**src/rtl/pcie_c2h_dsc_gen_pkg.sv**
```systemverilog
// Shared definitions for the C2H bypass-descriptor generator: FSM encoding,
// ring geometry defaults and the fixed descriptor control word.
package pcie_c2h_dsc_gen_pkg;

   typedef enum logic [1:0] {
      ST_IDLE   = 2'd0,
      ST_LOAD   = 2'd1,
      ST_STREAM = 2'd2,
      ST_DROP   = 2'd3
   } state_e;

   localparam int unsigned DEF_DATA_W     = 256;
   localparam logic [63:0] DEF_RING_BASE  = 64'h0000_0001_0000_0000;
   localparam int unsigned DEF_NR_SLOTS   = 16;
   localparam int unsigned DEF_SLOT_BYTES = 4096;
   localparam logic [15:0] DSC_CTL        = 16'h0000;

   // Host address of one ring slot.
   function automatic logic [63:0] slot_addr(input logic [63:0] base,
                                             input logic [31:0] idx,
                                             input logic [31:0] slot_bytes);
      return base + (64'(idx) * 64'(slot_bytes));
   endfunction

endpackage

```
**src/rtl/pcie_c2h_dsc_gen.sv**
```systemverilog
// C2H descriptor generator: issues one bypass descriptor per host ring slot,
// then streams the packet into XDMA, truncating packets that overflow a slot.
module pcie_c2h_dsc_gen
   import pcie_c2h_dsc_gen_pkg::*;
#(
   parameter int unsigned DATA_W     = DEF_DATA_W,
   parameter logic [63:0] RING_BASE  = DEF_RING_BASE,
   parameter int unsigned NR_SLOTS   = DEF_NR_SLOTS,
   parameter int unsigned SLOT_BYTES = DEF_SLOT_BYTES
) (
   input  logic                          axi_aclk,
   input  logic                          axi_aresetn,
   input  logic [DATA_W-1:0]             s_axis_tdata,
   input  logic [DATA_W/8-1:0]           s_axis_tkeep,
   input  logic                          s_axis_tlast,
   input  logic                          s_axis_tvalid,
   output logic                          s_axis_tready,
   output logic [DATA_W-1:0]             m_axis_tdata,
   output logic [DATA_W/8-1:0]           m_axis_tkeep,
   output logic                          m_axis_tlast,
   output logic                          m_axis_tvalid,
   input  logic                          m_axis_tready,
   output logic [63:0]                   dsc_byp_dst_addr,
   output logic [63:0]                   dsc_byp_src_addr,
   output logic [27:0]                   dsc_byp_len,
   output logic [15:0]                   dsc_byp_ctl,
   input  logic                          dsc_byp_ready,
   output logic                          dsc_byp_load,
   input  logic                          credit_valid,
   input  logic [7:0]                    credit_cnt,
   input  logic                          enable,
   output logic [$clog2(NR_SLOTS)-1:0]   slot_idx,
   output logic [$clog2(NR_SLOTS):0]     credits,
   output logic [31:0]                   pkt_cnt,
   output logic [15:0]                   trunc_cnt,
   output state_e                        dbg_state
);

   localparam int unsigned SLOT_W    = $clog2(NR_SLOTS);
   localparam int unsigned CRED_W    = SLOT_W + 1;
   localparam int unsigned BEATS     = SLOT_BYTES / (DATA_W / 8);
   localparam int unsigned BEAT_W    = $clog2(BEATS + 1);
   localparam logic [9:0]  CRED_MAX  = 10'(NR_SLOTS);
   localparam logic [CRED_W-1:0] CRED_FULL = CRED_W'(NR_SLOTS);

   state_e              state_q, state_d;
   logic [SLOT_W-1:0]   slot_idx_q, slot_idx_d;
   logic [CRED_W-1:0]   credits_q, credits_d;
   logic [BEAT_W-1:0]   beat_cnt_q, beat_cnt_d;
   logic [31:0]         pkt_cnt_q, pkt_cnt_d;
   logic [15:0]         trunc_cnt_q, trunc_cnt_d;
   logic                consume;
   logic [9:0]          cred_sum;

   always_ff @(posedge axi_aclk or negedge axi_aresetn) begin
      if (!axi_aresetn) begin
         state_q     <= ST_IDLE;
         slot_idx_q  <= '0;
         credits_q   <= CRED_FULL;
         beat_cnt_q  <= '0;
         pkt_cnt_q   <= '0;
         trunc_cnt_q <= '0;
      end else begin
         state_q     <= state_d;
         slot_idx_q  <= slot_idx_d;
         credits_q   <= credits_d;
         beat_cnt_q  <= beat_cnt_d;
         pkt_cnt_q   <= pkt_cnt_d;
         trunc_cnt_q <= trunc_cnt_d;
      end
   end

   // Handshakes: a beat or descriptor transfers on the rising edge where its
   // valid (tvalid / dsc_byp_load) and the matching ready are both high.
   always_comb begin
      state_d       = state_q;
      slot_idx_d    = slot_idx_q;
      beat_cnt_d    = beat_cnt_q;
      pkt_cnt_d     = pkt_cnt_q;
      trunc_cnt_d   = trunc_cnt_q;
      consume       = 1'b0;
      s_axis_tready = 1'b0;
      m_axis_tvalid = 1'b0;
      m_axis_tlast  = s_axis_tlast;
      dsc_byp_load  = 1'b0;

      case (state_q)
         ST_IDLE: begin
            if (enable && (credits_q != '0) && s_axis_tvalid) state_d = ST_LOAD;
         end
         ST_LOAD: begin
            dsc_byp_load = dsc_byp_ready;
            if (dsc_byp_ready) state_d = ST_STREAM;
         end
         ST_STREAM: begin
            s_axis_tready = m_axis_tready;
            m_axis_tvalid = s_axis_tvalid;
            if (s_axis_tvalid && m_axis_tready) begin
               beat_cnt_d = beat_cnt_q + BEAT_W'(1);
               if (s_axis_tlast) begin
                  consume    = 1'b1;
                  slot_idx_d = slot_idx_q + SLOT_W'(1);
                  pkt_cnt_d  = pkt_cnt_q + 32'd1;
                  beat_cnt_d = '0;
                  state_d    = ST_IDLE;
               end else if (beat_cnt_q == BEAT_W'(BEATS - 1)) begin
                  // Slot is full: close it on this beat and discard the rest.
                  m_axis_tlast = 1'b1;
                  consume      = 1'b1;
                  slot_idx_d   = slot_idx_q + SLOT_W'(1);
                  if (trunc_cnt_q != 16'hFFFF) trunc_cnt_d = trunc_cnt_q + 16'd1;
                  beat_cnt_d   = '0;
                  state_d      = ST_DROP;
               end
            end
         end
         ST_DROP: begin
            s_axis_tready = 1'b1;
            if (s_axis_tvalid && s_axis_tlast) state_d = ST_IDLE;
         end
         default: state_d = ST_IDLE;
      endcase

      // Host returns and local consumption in the same cycle both apply.
      cred_sum  = 10'(credits_q) + (credit_valid ? 10'(credit_cnt) : 10'd0) - 10'(consume);
      credits_d = (cred_sum > CRED_MAX) ? CRED_FULL : cred_sum[CRED_W-1:0];
   end

   assign m_axis_tdata     = s_axis_tdata;
   assign m_axis_tkeep     = s_axis_tkeep;
   assign dsc_byp_dst_addr = slot_addr(RING_BASE, 32'(slot_idx_q), 32'(SLOT_BYTES));
   assign dsc_byp_src_addr = 64'd0;
   assign dsc_byp_len      = 28'(SLOT_BYTES);
   assign dsc_byp_ctl      = DSC_CTL;
   assign slot_idx         = slot_idx_q;
   assign credits          = credits_q;
   assign pkt_cnt          = pkt_cnt_q;
   assign trunc_cnt        = trunc_cnt_q;
   assign dbg_state        = state_q;

endmodule

```
**config.mk**
```make
export PLATFORM = sky130hd
export DESIGN_NAME = pcie_c2h_dsc_gen
export DESIGN_NICKNAME = d
export VERILOG_FILES = /design/src/rtl/pcie_c2h_dsc_gen_pkg.sv /design/src/rtl/pcie_c2h_dsc_gen.sv
export SDC_FILE = /design/constraint.sdc
export NUM_CORES = 1
export LEC_CHECK = 0
export ABC_AREA = 1
export ABC_CLOCK_PERIOD_IN_PS = 3200
export BUFFER_PORTS_ARGS = -buffer_cell sky130_fd_sc_hd__buf_4
export CAP_MARGIN = 25
export CORE_AREA = 2 2 320 322
export CTS_CLUSTER_DIAMETER = 120
export DETAILED_ROUTE_END_ITERATION = 10
export DIE_AREA = 0 0 322 324
export PLACE_DENSITY_LB_ADDON = 0.12
export SETUP_SLACK_MARGIN = 0.1
export SLEW_MARGIN = 40
export SYNTH_ARGS = -nofsm -noshare
export SYNTH_HDL_FRONTEND = slang
export SYNTH_SLANG_ARGS = --single-unit
```
**constraint.sdc**
```tcl
create_clock -name axi_aclk -period 3.2 [get_ports axi_aclk]
set_clock_uncertainty 0.05 [all_clocks]
set_input_delay 0.64 -clock axi_aclk [delete_from_list [all_inputs] [get_ports axi_aclk]]
set_output_delay 0.64 -clock axi_aclk [all_outputs]
set_load 0.02 [all_outputs]
```
* Yosys cells after proc, flatten, opt, wreduce, memory -nomap -nowiden *
Cells that the tools add are included.

cells by class
  add/subtract/negate cells = 7
  magnitude comparators = 1
  equal/unequal tests = 10
  multiplexer cells = 22
  bitwise gates (word level) = 1
  reduce and logical (&&, ||, !) cells = 12

operator list
  cell                    number
  $add 33x16->34 const A  1
  $add 32x1->32 const B   1
  $mux 8                  3
  $add 16x1->16 const B   1
  $ne 16x16->1 const B    1
  $mux 2                  6
  $gt 10x5->1 const B     1
  $reduce_and 5->1        2
  $sub 9x1->10            1
  $add 5x8->9             1
  $add 8x1->8 const B     1
  $eq 8x7->1 const B      1
  $mux 1                  8
  $mux 4                  2
  $ne 2x2->1 const B      4
  $pmux 2 s4              1
  $reduce_and 3->1        2
  $mux 5                  1
  $reduce_bool 5->1       1
  $add 4x1->4 const B     1
  $eq 2x2->1 const B      2
  $logic_and 1x1->1       4
  $ne 3x3->1 const B      1
  $eq 2x1->1 const B      1
  5 further kinds         5

storage, ports and cells
  register bits = 67
  output and inout bits = 523
  word-level logic and storage cells = 59

* Depth between registers and ports, before layout *
Gate-level depths: netlist of run 1.

  depth after elaboration = 8
  mapped depth = 21
  mapped depth without buffers = 21

* Least setup slack after synthesis of run 1 *
OpenSTA, ideal clock, no wires.

  path kind = reg-to-reg
  start point = register beat_cnt_q[1]
  end point = register credits_q[0] (netlist: credits[0])
  setup time = 86 ps
  data arrival time = 2783 ps
  setup slack = 281 ps
  cell stages (with the launch flop) = 22
  path buffers = 0
  clock period less this slack = 2919 ps
  path through = dfrtp_1 -> ha_1 -> nand4_1 -> nor2_1 -> nand2_1 -> nand2_1 -> nand2_1 -> inv_1 -> ha_1 -> inv_1 -> ha_1 -> inv_1 -> fa_1 -> inv_1 -> nand2_1 -> nand2_1 -> nand3_1 -> nand2_1 -> nand2_1 -> nand2_1 -> nand3_1 -> nor3_1

between the ends
  longest elaborated chain between the ends = 8

RTL lines
  item                      RTL line                 source
  start: declaration        pcie_c2h_dsc_gen.sv:49   logic [BEAT_W-1:0] beat_cnt_q, beat_cnt_d;
  start signal: assignment  pcie_c2h_dsc_gen.sv:67   beat_cnt_q <= beat_cnt_d;
  $eq 8x7->1 (*)            pcie_c2h_dsc_gen.sv:106  end else if (beat_cnt_q == BEAT_W'(BEATS - 1)) begin
  $mux 1 (*)                pcie_c2h_dsc_gen.sv:106
  $mux 1 (*)                pcie_c2h_dsc_gen.sv:100  if (s_axis_tlast) begin
  $mux 1 (*)                pcie_c2h_dsc_gen.sv:98   if (s_axis_tvalid && m_axis_tready) begin
  $mux 1 (*)                pcie_c2h_dsc_gen.sv:87   case (state_q)
  via consume               pcie_c2h_dsc_gen.sv:52   logic consume;
  $sub 9x1->10 (*)          pcie_c2h_dsc_gen.sv:125  cred_sum = 10'(credits_q) + (credit_valid ? 10'(credit_cnt) : 10'd0) - 10'(consume);
  $gt 10x5->1               pcie_c2h_dsc_gen.sv:126  credits_d = (cred_sum > CRED_MAX) ? CRED_FULL : cred_sum[CRED_W-1:0];
  $mux 5 (*)                pcie_c2h_dsc_gen.sv:126
  via credits_d[0]          pcie_c2h_dsc_gen.sv:48   logic [CRED_W-1:0] credits_q, credits_d;
  end signal: assignment    pcie_c2h_dsc_gen.sv:66   credits_q <= credits_d;
  end: declaration          pcie_c2h_dsc_gen.sv:48

The timed path passes the listed nets; every way through them passes the cells marked *.
A chain may end at the register's enable or synchronous reset.

* Worst setup path in the final report of run 1 *
  start point = register beat_cnt_q[1]
  end point = register credits_q[1] (netlist: credits[1])

The elaborated chain is that of the path after synthesis.

==> Flow_metrics.wiki, run 1 <==
{| class="wikitable"
! Metric !! Value
|-
| Worst Path Arrival || 3.11 ns
|-
| Required arrival time at the worst endpoint || 3.45 ns
|-
| Setup repair after global routing missed its margin || false
|-
| Boundary Pins || 827
|-
| Main combinational cell family by area after synthesis || buffers and inverters
|-
| Critical path depth in cells || 21
|-
| Number of nets in the layout || 1,221
|-
| Horiz. Die Dim || 322 µm
|-
| Via count of the first global-routing pass || 4,964
|-
| Count of distinct cell types in the synthesized netlist || 37
|-
| Starting utilization of the core area || 7.910%
|-
| Height of the chip || 324 µm
|-
| Per-cell routed wire length || 11.94 µm
|-
| Maximum level of the CTS H-tree || 3
|-
| Register-to-register setup slack || 0.34 ns
|-
| Final weighted congestion in routability-driven placement || 0.6773
|-
| Cell Chain, Critical Path || ha_2 -> nand4_1 -> nor2_2 -> nand2_2 -> nand2_2 -> nand2_4 -> inv_4 -> ha_4 -> inv_2 -> ha_4 -> inv_2 -> fa_2 -> inv_2 -> nand2_2 -> nand2_4 -> nand3_2 -> nand2_2 -> nand2_2 -> nand2_2 -> nand3_4 -> nor3_2
|-
| Simple-gate area share of the yosys netlist || 21.88%
|-
| Clock latency on the worst-skew pair || 0.37 ns
|-
| Worst reg2reg path depth || 21
|-
| Fraction of registers with async set/reset || 100.0%
|-
| Type of the tightest min-delay check || in -> async
|-
| Period utilization || 89.43%
|-
| Pins over their slew limit || 0
|-
| Util after Layout || 7.913%
|-
| CP delay by family, top || simple AND/OR/NAND/NOR gates
|-
| Highest cell delay on the worst timing path || 0.36 ns
|-
| Number of nets still failing antenna checks after routing || 0
|-
| Maximum vdd drop || 0.0002205 V
|-
| Synthesized flop and latch total || 67
|-
| Syn Area/Cell || 7.412 µm²
|-
| Antenna violations before repair || 0
|-
| Minimum clock period after layout || 2.862 ns
|-
| Design Power || 3.316 mW
|-
| Kind of start point of the critical path || flop
|-
| Count of standard-cell rows || 117
|-
| # Max-Cap Violations || 0
|-
| Slew at the pin closest to its max-slew limit || 0.6728 ns
|-
| Number of vias per cell || 2.275
|-
| Endpoint of the most critical register-to-register path || credits[1]$_DFF_PN0_
|-
| Reg-to-reg critical path startpoint || beat_cnt_q[1]$_DFFE_PN0P_
|-
| Post-Synth XOR/XNOR Area || 4.275%
|-
| Clock input transition at the sequential cells of the worst setup and hold paths || 0.07 ns
|-
| Cell area after technology mapping || 7990 µm²
|-
| Buffer depth of the longest clock path || 2
|-
| Hold_buf cts || 0
|-
| Clock tree from TritonCTS || built
|-
| Master cell of the clock root buffer || clkbuf_16
|-
| Kind of end point of the critical path || flop
|-
| Status || finished, final reports clean
|-
| Cell type with the highest occurrence count on the critical path || nand2_2
|-
| Path type of the worst setup path || reg -> reg
|-
| Maximum number of pins on one net before global-route repair || 34
|-
| First-pass GRT wire length || 35.49 mm
|-
| Max transition margin || 55.15%
|-
| Maximum net fanout on the critical path || 4
|-
| Count of flip-flops with a built-in enable after synthesis || 0
|-
| Yosys warnings || 0
|-
| Standard cell core area || 101,000 µm²
|-
| Area delta synth->final || 0.03138%
|-
| Total of endpoints with negative setup slack in the final report || 0
|-
| Overall die area || 104,300 µm²
|-
| Share of synthesized area occupied by flip-flops and latches || 21.00%
|-
| Placed wire-length estimate || 21.84 mm
|-
| Slowest cell on the critical path || dfrtp_1
|-
| Antenna cell count || 0
|-
| Post-synthesis adder-cell area fraction || 3.069%
|-
| Mux share of post-synthesis cell area || 0%
|-
| Detailed-route via count || 5,033
|-
| Fraction of final layout cells with drive strength greater than 1 || 21.04%
|-
| Mapped Cells || 1,078
|-
| Leakage power of the design || 3.662 nW
|-
| Number of port buffers || 82
|-
| Post-synthesis compound-gate area fraction || 1.597%
|-
| Fmax || 349.4 MHz
|-
| Hold Violations, Final || 0
|-
| Worst path bufs/invs || 4
|-
| Total routing usage reported by global routing || 4.863%
|-
| Initial DRT Pass Iterations || 4
|-
| Post-detailed-routing wire length || 26.42 mm
|-
| Drt drc || 0
|-
| Iteration-0 DRC count of the detailed router || 155
|-
| Overall overflow remaining after global route || 0
|-
| Pwr dens || 414.9 nW/µm²
|-
| Number of clock buffers inserted by TritonCTS || 9
|-
| CTS sink cnt || 67
|-
| Leading register cell type out of synthesis || dfrtp_1
|}
sequential cells by signal, summed over array words and instances, names as in the netlist:
register,count
beat_cnt_q,8
slot_idx,4
credits,5
pkt_cnt,32
trunc_cnt,16
dbg_state,2
how the worst max path moves through the flow:
stage | from | endpoint | slack, ns
2_1_floorplan | beat_cnt_q[1]$_DFFE_PN0P_ | credits[0]$_DFF_PN0_ | 0.28
3_3_place_gp | m_axis_tready | credits[0]$_DFF_PN0_ | -0.06
4_1_cts | beat_cnt_q[0]$_DFFE_PN0P_ | credits[1]$_DFF_PN0_ | 0.10
3_5_place_dp | m_axis_tready | credits[1]$_DFF_PN0_ | -0.03
6_report | beat_cnt_q[1]$_DFFE_PN0P_ | credits[1]$_DFF_PN0_ | 0.34
5_1_grt | beat_cnt_q[1]$_DFFE_PN0P_ | credits[1]$_DFF_PN0_ | 0.10
cells in the final DEF, fill, tap and decap left out, types with 3 or more instances in the layout:
cell type / instances
xnor2_1: 10
nand3_2: 3
clkbuf_16: 9
inv_2: 5
inv_1: 85
nand2_4: 6
nand2_2: 23
nand4_1: 12
dfrtp_1: 66
nor3_1: 17
buf_4: 107
o21ai_0: 11
nand3b_1: 6
nand3_1: 33
nor2_8: 3
nor2_1: 54
nor2_2: 4
xor2_1: 29
a21oi_1: 9
conb_1: 168
nand2_1: 191
nand3_4: 3
ha_1: 15
nor3_2: 7
kinds of logic after synthesis:
group | Yosys count
compound gates | 24
buf+inv | 556
flops | 67
xor+xnor | 39
simple gates | 371
other cells | 2
fa+ha+maj | 19
area by class of cell:
| class | instances | area, µm² |
|---|---|---|
| Timing Repair Buffer | 108 | 823.3 |
| Clock inverter | 4 | 32.53 |
| Tap cell | 1309 | 1638 |
| Fill cell | 11940 | 93020 |
| Sequential cell | 67 | 1678 |
| Clock buffer | 12 | 256.5 |
| Multi-Input combinational cell | 621 | 3221 |
| Inverter | 91 | 344.1 |
power by group:
part	leakage [nW]	total [mW]	internal (mW)	switching, mW
sequential	0.872	1.07	0.946	0.129
clock	0.135	1.06	0.573	0.487
combinational	2.65	1.18	0.379	0.802
stage by stage:
step	hold WS (ns)	setup TNS (ns)	worst slack (ns)	instance area, µm²	cells
3_3_place_gp	0.4701	-0.2230	-0.05886	7528	2190
2_1_floorplan	0.2944	0	0.2813	8613	1244
6_report	0.2329	0	0.3383	7993	2212
4_1_cts	0.2545	0	0.1017	7828	2206
5_1_grt	0.2779	0	0.1047	7993	2212
3_5_place_dp	0.4651	-0.09506	-0.03363	7528	2190
metal layers:
metal	track usage [%]	part of all wire [%]	up-vias
li1	-	-	2313
met1	4.756	34	2213
met2	7.342	45	355
met3	2.941	14	146
met4	3.738	6.3	6
met5	1.481	0.80	-
cells in the mapped netlist, types with 3 or more instances:
library cell	count	share of area [%]
inv_1	89	4.2
o21ai_0	11	0.69
nor3_2	3	0.38
nand2_2	15	1.2
nand4_1	12	0.94
buf_4	461	43
ha_1	18	2.8
nor3_1	21	1.3
nand3b_1	6	0.56
xnor2_1	10	1.1
nand2_1	201	9.4
dfrtp_1	66	21
xor2_1	29	3.2
nand3_1	38	2.4
nand2_4	4	0.56
nor2_1	55	2.6
nor2_2	3	0.23
nor2_8	3	0.75
a21oi_1	9	0.56
timing repair:
item                       in CTS  in global routing
setup endpoints to repair       5                  5
resized for setup               4                 30
buffers inserted                0                  6
pin swaps                       1                 14
(Power assumes the default switching activity.)
==> run 2, diff against run 1 <==
ABC_CLOCK_PERIOD_IN_PS = 2700   (was 3200)
clock period = 2.7 ns   (was 3.2 ns; I/O delays follow)
==> Flow_metrics.wiki, run 2 (synthesized netlist as in run 1, its figures left out) <==
{| class="wikitable"
! Metric !! Value
|-
| Worst Path Arrival || 3.00 ns (-0.11 ns)
|-
| Leakage power of the design || 3.835 nW (+4.7%)
|-
| Maximum vdd drop || 0.0002975 V (+35%)
|-
| Number of port buffers || 82 (unchanged)
|-
| Number of vias per cell || 2.286 (+0.47%)
|-
| Most frequent standard cell in the layout excluding fill and tap cells || nand2_1
|-
| Cell Chain, Critical Path || ha_2 -> nand4_1 -> nor2_2 -> nand2_2 -> nand2_2 -> nand2_4 -> inv_4 -> ha_4 -> inv_2 -> ha_4 -> inv_2 -> fa_2 -> nand2_1 -> nor2_1 -> nand3_1 -> nand2_2 -> nand3_4 -> nor3_2
|-
| CTS sink cnt || 67 (unchanged)
|-
| Standard cell core area || 101,000 µm² (unchanged)
|-
| Total of endpoints with negative setup slack in the final report || 4 (+4)
|-
| Pins over their slew limit || 0 (unchanged)
|-
| Period utilization || 102.5% (+13 points)
|-
| Max transition margin || 62.51% (+7.4 points)
|-
| Per-cell routed wire length || 11.81 µm (-1.1%)
|-
| # Max-Cap Violations || 0 (unchanged)
|-
| Number of nets still failing antenna checks after routing || 0 (unchanged)
|-
| Grt met2 use || 7.232% (-0.11 points)
|-
| Met3 usage || 3.396% (+0.46 points)
|-
| Hold Violations, Final || 0 (unchanged)
|-
| Worst path bufs/invs || 3 (-1)
|-
| Number of clock buffers inserted by TritonCTS || 9 (unchanged)
|-
| Layer carrying the most global-route usage || met2
|-
| Fraction of final layout cells with drive strength greater than 1 || 22.85% (+1.8 points)
|-
| Required arrival time at the worst endpoint || 2.94 ns (-0.51 ns)
|-
| Kind of start point of the critical path || flop
|-
| First-pass GRT wire length || 36.24 mm (+2.1%)
|-
| Clock latency on the worst-skew pair || 0.37 ns (about the same)
|-
| Number of nets in the layout || 1,238 (+1.4%)
|-
| Slowest cell on the critical path || fa_2
|-
| Iteration-0 DRC count of the detailed router || 141 (-9.0%)
|-
| Drt drc || 0 (unchanged)
|-
| Antenna cell count || 0 (unchanged)
|-
| Buffer depth of the longest clock path || 2 (unchanged)
|-
| Slew at the pin closest to its max-slew limit || 0.5581 ns (-0.1147 ns)
|-
| Pwr dens || 501.3 nW/µm² (+21%)
|-
| Via count of the first global-routing pass || 5,223 (+5.2%)
|-
| Final-layout fill cell count || 11,860 (-0.65%)
|-
| Starting utilization of the core area || 7.910% (unchanged)
|-
| Register-to-register setup slack || -0.07 ns (-0.41 ns)
|-
| Final Worst Setup Slack || -0.06693 ns (-0.4052 ns)
|-
| Post-detailed-routing wire length || 26.31 mm (-0.40%)
|-
| Maximum level of the CTS H-tree || 3 (unchanged)
|-
| CP delay by family, top || simple AND/OR/NAND/NOR gates
|-
| Final weighted congestion in routability-driven placement || 0.6927 (+2.3%)
|-
| Master cell of the clock root buffer || clkbuf_16
|-
| Reg-to-reg critical path startpoint || beat_cnt_q[0]$_DFFE_PN0P_
|-
| Total routing usage reported by global routing || 4.893% (+0.030 points)
|-
| Overall overflow remaining after global route || 0 (unchanged)
|-
| Highest cell delay on the worst timing path || 0.52 ns (+0.16 ns)
|-
| Top library cells by usage in the layout, fill and taps aside || 187 x nand2_1, 168 x conb_1, 116 x buf_4
|-
| Count of standard-cell rows || 117 (unchanged)
|-
| Horiz. Die Dim || 322 µm (unchanged)
|-
| Fmax || 361.4 MHz (+3.4%)
|-
| Height of the chip || 324 µm (unchanged)
|-
| Placed wire-length estimate || 21.91 mm (+0.33%)
|-
| Path type of the worst setup path || reg -> reg
|-
| Initial DRT Pass Iterations || 4 (unchanged)
|-
| Number of flip-flops under the largest register name || 32 (unchanged)
|-
| Boundary Pins || 827 (unchanged)
|-
| Detailed-route via count || 5,093 (+1.2%)
|-
| Type of the tightest min-delay check || in -> async
|-
| Met1 GRT Util || 4.781% (+0.025 points)
|-
| Setup repair after global routing missed its margin || true
|-
| Violations in the final reports || setup timing
|-
| Clock input transition at the sequential cells of the worst setup and hold paths || 0.07 ns (about the same)
|-
| Multi-input combinational cell area || 3262 µm² (+1.3%)
|-
| Minimum clock period after layout || 2.767 ns (-0.09476 ns)
|-
| Maximum number of pins on one net before global-route repair || 29 (-15%)
|-
| Design Power || 4.151 mW (+25%)
|-
| Worst reg2reg path depth || 18 (-14%)
|-
| Clock tree from TritonCTS || built
|-
| Util after Layout || 8.199% (+0.29 points)
|-
| Hold_buf cts || 0 (unchanged)
|-
| Final TNS setup || -0.2045 ns (-0.2045 ns)
|-
| Kind of end point of the critical path || flop
|-
| Antenna violations before repair || 0 (unchanged)
|-
| Overall die area || 104,300 µm² (unchanged)
|-
| Area delta synth->final || 3.649%
|-
| Maximum net fanout on the critical path || 4 (unchanged)
|-
| Register cell area after layout || 1678 µm² (unchanged)
|-
| Endpoint of the most critical register-to-register path || credits[0]$_DFF_PN0_
|-
| Cell type with the highest occurrence count on the critical path || nand2_2
|-
| Minimum setup slack after placement || -0.2495 ns (-0.2159 ns)
|-
| Status || complete, but fails checks
|}
[run 2: worst reg2reg max path, stage by stage, from the launching register on]
cell and delay [ns]:
dfrtp_1 0.35, ha_2 0.18, nand4_1 0.13, nor2_2 0.15
nand2_2 0.08, nand2_2 0.10, nand2_4 0.07, inv_4 0.06
ha_4 0.19, inv_2 0.06, ha_4 0.12, inv_2 0.03
fa_2 0.52, nand2_1 0.05, nor2_1 0.09, nand3_1 0.10
nand2_2 0.10, nand3_4 0.09, nor3_2 0.17
[run 2: report_power, final]
| group | switching (mW) | internal, mW |
|---|---|---|
| sequential | 0.152 | 1.12 |
| combinational | 0.946 | 0.456 |
| clock | 0.549 | 0.926 |
[run 2: worst max-delay path by stage]
stage	start	end	cells past startpoint
6_report	beat_cnt_q[0]$_DFFE_PN0P_	credits[0]$_DFF_PN0_	18
5_1_grt	beat_cnt_q[0]$_DFFE_PN0P_	credits[1]$_DFF_PN0_	18
4_1_cts	beat_cnt_q[0]$_DFFE_PN0P_	credits[0]$_DFF_PN0_	18
3_5_place_dp	beat_cnt_q[1]$_DFFE_PN0P_	credits[0]$_DFF_PN0_	21
3_3_place_gp	beat_cnt_q[1]$_DFFE_PN0P_	credits[0]$_DFF_PN0_	21
2_1_floorplan	beat_cnt_q[1]$_DFFE_PN0P_	credits[0]$_DFF_PN0_	21
[run 2: repair_timing]
item | in CTS | in global routing
setup endpoints to repair | 6 | 22
setup buffers | 9 | 1
resized for setup | 12 | 26
pin swaps | 17 | 5
gates cloned | 0 | 2
[run 2: routing by layer]
layer  up-vias  routed length [µm]
met3       154                4045
met2       348               11620
met5         -                  57
li1       2349                   -
met4         2                1505
met1      2240                9082
[run 2: area by class of cell]
type                    count  area share, %
clock buffers              11          2.931
clock inverters             4          1.194
inverters                  91          4.185
multi-input cells         621          39.39
flip-flops and latches     67          20.26
well taps                1309          19.78
repair buffers            125          12.27
[run 2: per-stage QoR]
stage,instances,hold slack (ns),area (µm²)
floorplan,1244,0.1944,8678
global placement,2202,0.4635,7684
detailed placement,2202,0.4572,7684
CTS,2226,0.08113,8147
global route,2228,0.09475,8282
finish,2228,0.07341,8282
==> run 3, diff against run 2 <==
ABC_CLOCK_PERIOD_IN_PS = 2600   (was 2700)
clock period = 2.6 ns   (was 2.7 ns; I/O delays follow)
==> Flow_metrics.wiki, run 3 (synthesized netlist as in run 1, its figures left out) <==
{| class="wikitable"
! Metric !! Value
|-
| Fraction of final layout cells with drive strength greater than 1 || 22.44% (-0.41 points)
|-
| Overall die area || 104,300 µm² (unchanged)
|-
| Number of port buffers || 82 (unchanged)
|-
| Layout Cell Area excl Fill || 8119 µm² (-2.0%)
|-
| Boundary Pins || 827 (unchanged)
|-
| Maximum number of pins on one net before global-route repair || 29 (unchanged)
|-
| # Max-Cap Violations || 0 (unchanged)
|-
| Slew at the pin closest to its max-slew limit || 0.5624 ns (+0.004307 ns)
|-
| Final TNS setup || -0.9637 ns (-0.7592 ns)
|-
| Hold Violations, Final || 0 (unchanged)
|-
| Drt drc || 0 (unchanged)
|-
| Fmax || 353.7 MHz (-2.1%)
|-
| CTS sink cnt || 67 (unchanged)
|-
| Per-cell routed wire length || 11.80 µm (about the same)
|-
| Number of flip-flops under the largest register name || 32 (unchanged)
|-
| Buffer depth of the longest clock path || 2 (unchanged)
|-
| Total of endpoints with negative setup slack in the final report || 5 (+1)
|-
| Most frequent standard cell in the layout excluding fill and tap cells || nand2_1
|-
| Maximum level of the CTS H-tree || 3 (unchanged)
|-
| Path type of the worst setup path || reg -> reg
|-
| Worst Path Arrival || 3.07 ns (+0.07 ns)
|-
| Minimum setup slack after placement || -0.3345 ns (-0.08500 ns)
|-
| Horiz. Die Dim || 322 µm (unchanged)
|-
| Overall overflow remaining after global route || 0 (unchanged)
|-
| Multi-input combinational cell area || 3243 µm² (-0.58%)
|-
| Maximum net fanout on the critical path || 4 (unchanged)
|-
| Top library cells by usage in the layout, fill and taps aside || 191 x nand2_1, 168 x conb_1, 120 x buf_4
|-
| Kind of start point of the critical path || flop
|-
| Minimum clock period after layout || 2.828 ns (+0.06067 ns)
|-
| Clock tree from TritonCTS || built
|-
| Detailed-route via count || 5,067 (-0.51%)
|-
| Type of the tightest min-delay check || in -> async
|-
| Final Worst Setup Slack || -0.2276 ns (-0.1607 ns)
|-
| Register cell area after layout || 1678 µm² (unchanged)
|-
| Starting utilization of the core area || 7.910% (unchanged)
|-
| Violations in the final reports || setup timing
|-
| Standard cell core area || 101,000 µm² (unchanged)
|-
| Antenna violations before repair || 0 (unchanged)
|-
| Final Non-Filler Cells || 2,227 (-0.045%)
|-
| Final-layout fill cell count || 11,950 (+0.75%)
|-
| Maximum vdd drop || 0.0002745 V (-7.7%)
|-
| Initial DRT Pass Iterations || 4 (unchanged)
|-
| Kind of end point of the critical path || flop
|-
| Pwr dens || 500.6 nW/µm² (-0.12%)
|-
| Antenna cell count || 0 (unchanged)
|-
| Clock input transition at the sequential cells of the worst setup and hold paths || 0.08 ns (about the same)
|-
| Pins over their slew limit || 0 (unchanged)
|-
| Height of the chip || 324 µm (unchanged)
|-
| Max transition margin || 62.22% (-0.29 points)
|-
| Number of cells in the design after placement || 2,203 (+0.045%)
|-
| Setup repair after global routing missed its margin || true
|-
| First-pass GRT wire length || 35.97 mm (-0.74%)
|-
| Iteration-0 DRC count of the detailed router || 162 (+15%)
|-
| Leakage power of the design || 3.735 nW (-2.6%)
|-
| Number of nets in the layout || 1,236 (-0.16%)
|-
| Count of standard-cell rows || 117 (unchanged)
|-
| Period utilization || 108.8% (+6.3 points)
|-
| Placed instance area || 7691 µm² (about the same)
|-
| Status || complete, but fails checks
|-
| Required arrival time at the worst endpoint || 2.84 ns (-0.10 ns)
|-
| Number of clock buffers inserted by TritonCTS || 9 (unchanged)
|-
| Master cell of the clock root buffer || clkbuf_16
|-
| Area delta synth->final || 1.613%
|-
| Via count of the first global-routing pass || 5,090 (-2.5%)
|-
| Number of vias per cell || 2.275 (-0.47%)
|-
| Placed wire-length estimate || 21.67 mm (-1.1%)
|-
| Total routing usage reported by global routing || 4.871% (-0.023 points)
|-
| Clock latency on the worst-skew pair || 0.38 ns (about the same)
|-
| Post-detailed-routing wire length || 26.28 mm (-0.14%)
|-
| Number of nets still failing antenna checks after routing || 0 (unchanged)
|-
| Final weighted congestion in routability-driven placement || 0.6868 (-0.85%)
|}
[run 3: cell count changes in the layout (fill, tap and decap cells not counted), moves of 3 or more]
cell	previous run	this run
buf_4	116	120
nand2_1	187	191
o21ai_1	5	1
bufinv_16	3	0
clkinvlp_4	0	3
nand2_2	25	22
o21ai_0	7	10
[run 3: area by class of cell]
cell class	instances	share of cell area, %
multi-input combinational	621	39.94
tap	1309	20.17
clock inverter	6	0.5086
sequential	67	20.67
timing repair buffer	123	11.62
clock buffer	10	2.820
inverter	91	4.269
[run 3: metrics by stage]
stage,utilization [%],hold slack (ns),total power [mW]
CTS,7.957,0.04251,4.210
floorplan,-,0.1744,3.053
detailed placement,7.614,0.4673,2.804
global placement,7.614,0.4604,2.824
global route,8.038,0.05134,4.447
finish,8.038,0.03914,4.065
[run 3: repair_timing]
action | in CTS | in global routing
setup buffers | 4 | 4
gates cloned | 0 | 0
setup endpoints to repair | 6 | 6
hold buffers | 0 | 0
pin swaps | 15 | 8
gates resized for setup | 11 | 13
[run 3: report_power, final]
group | switching [mW] | leakage [nW] | total, mW | internal [mW]
Combinational | 0.984 | 2.74 | 1.48 | 0.498
Clock | 0.609 | 0.125 | 1.26 | 0.648
Sequential | 0.161 | 0.872 | 1.33 | 1.16
Total | 1.75 | 3.74 | 4.06 | 2.31
[run 3: critical path, stage by stage (launching register included)]
cell and delay (ns):
dfrtp_1 0.39, ha_2 0.20, nand4_1 0.11, nor2_2 0.07
nand2_2 0.09, nand2_4 0.06, nand2_4 0.08, inv_4 0.04
ha_4 0.26, inv_4 0.03, ha_4 0.14, inv_2 0.05
fa_2 0.20, inv_2 0.04, buf_4 0.12, buf_4 0.11
nand2_1 0.05, nand2_1 0.06, nor2_1 0.11, nand3_1 0.09
nand2_2 0.10, nand3_4 0.10, nor3_2 0.19
[run 3: worst paths after layout]
path,slack [ns],endpoint,depth (start not counted),start
min in group axi_aclk,0.48,trunc_cnt[6]$_DFFE_PN0P_,2,trunc_cnt[6]$_DFFE_PN0P_
min reg2reg,0.48,trunc_cnt[6]$_DFFE_PN0P_,2,trunc_cnt[6]$_DFFE_PN0P_
max in group asynchronous,1.76,credits[4]$_DFF_PN1_,2,axi_aresetn
max reg2reg,-0.23,credits[1]$_DFF_PN0_,22,beat_cnt_q[1]$_DFFE_PN0P_
min,0.04,pkt_cnt[19]$_DFFE_PN0P_,1,axi_aresetn
max,-0.23,credits[1]$_DFF_PN0_,22,beat_cnt_q[1]$_DFFE_PN0P_
[run 3: per-layer routing]
metal | up-vias | part of all wire, % | GRT usage, %
met5 | - | 0.22 | 0.6481
met4 | 2 | 5.6 | 3.385
met3 | 152 | 14 | 3.272
met2 | 362 | 44 | 7.170
met1 | 2211 | 36 | 4.910
li1 | 2340 | - | -
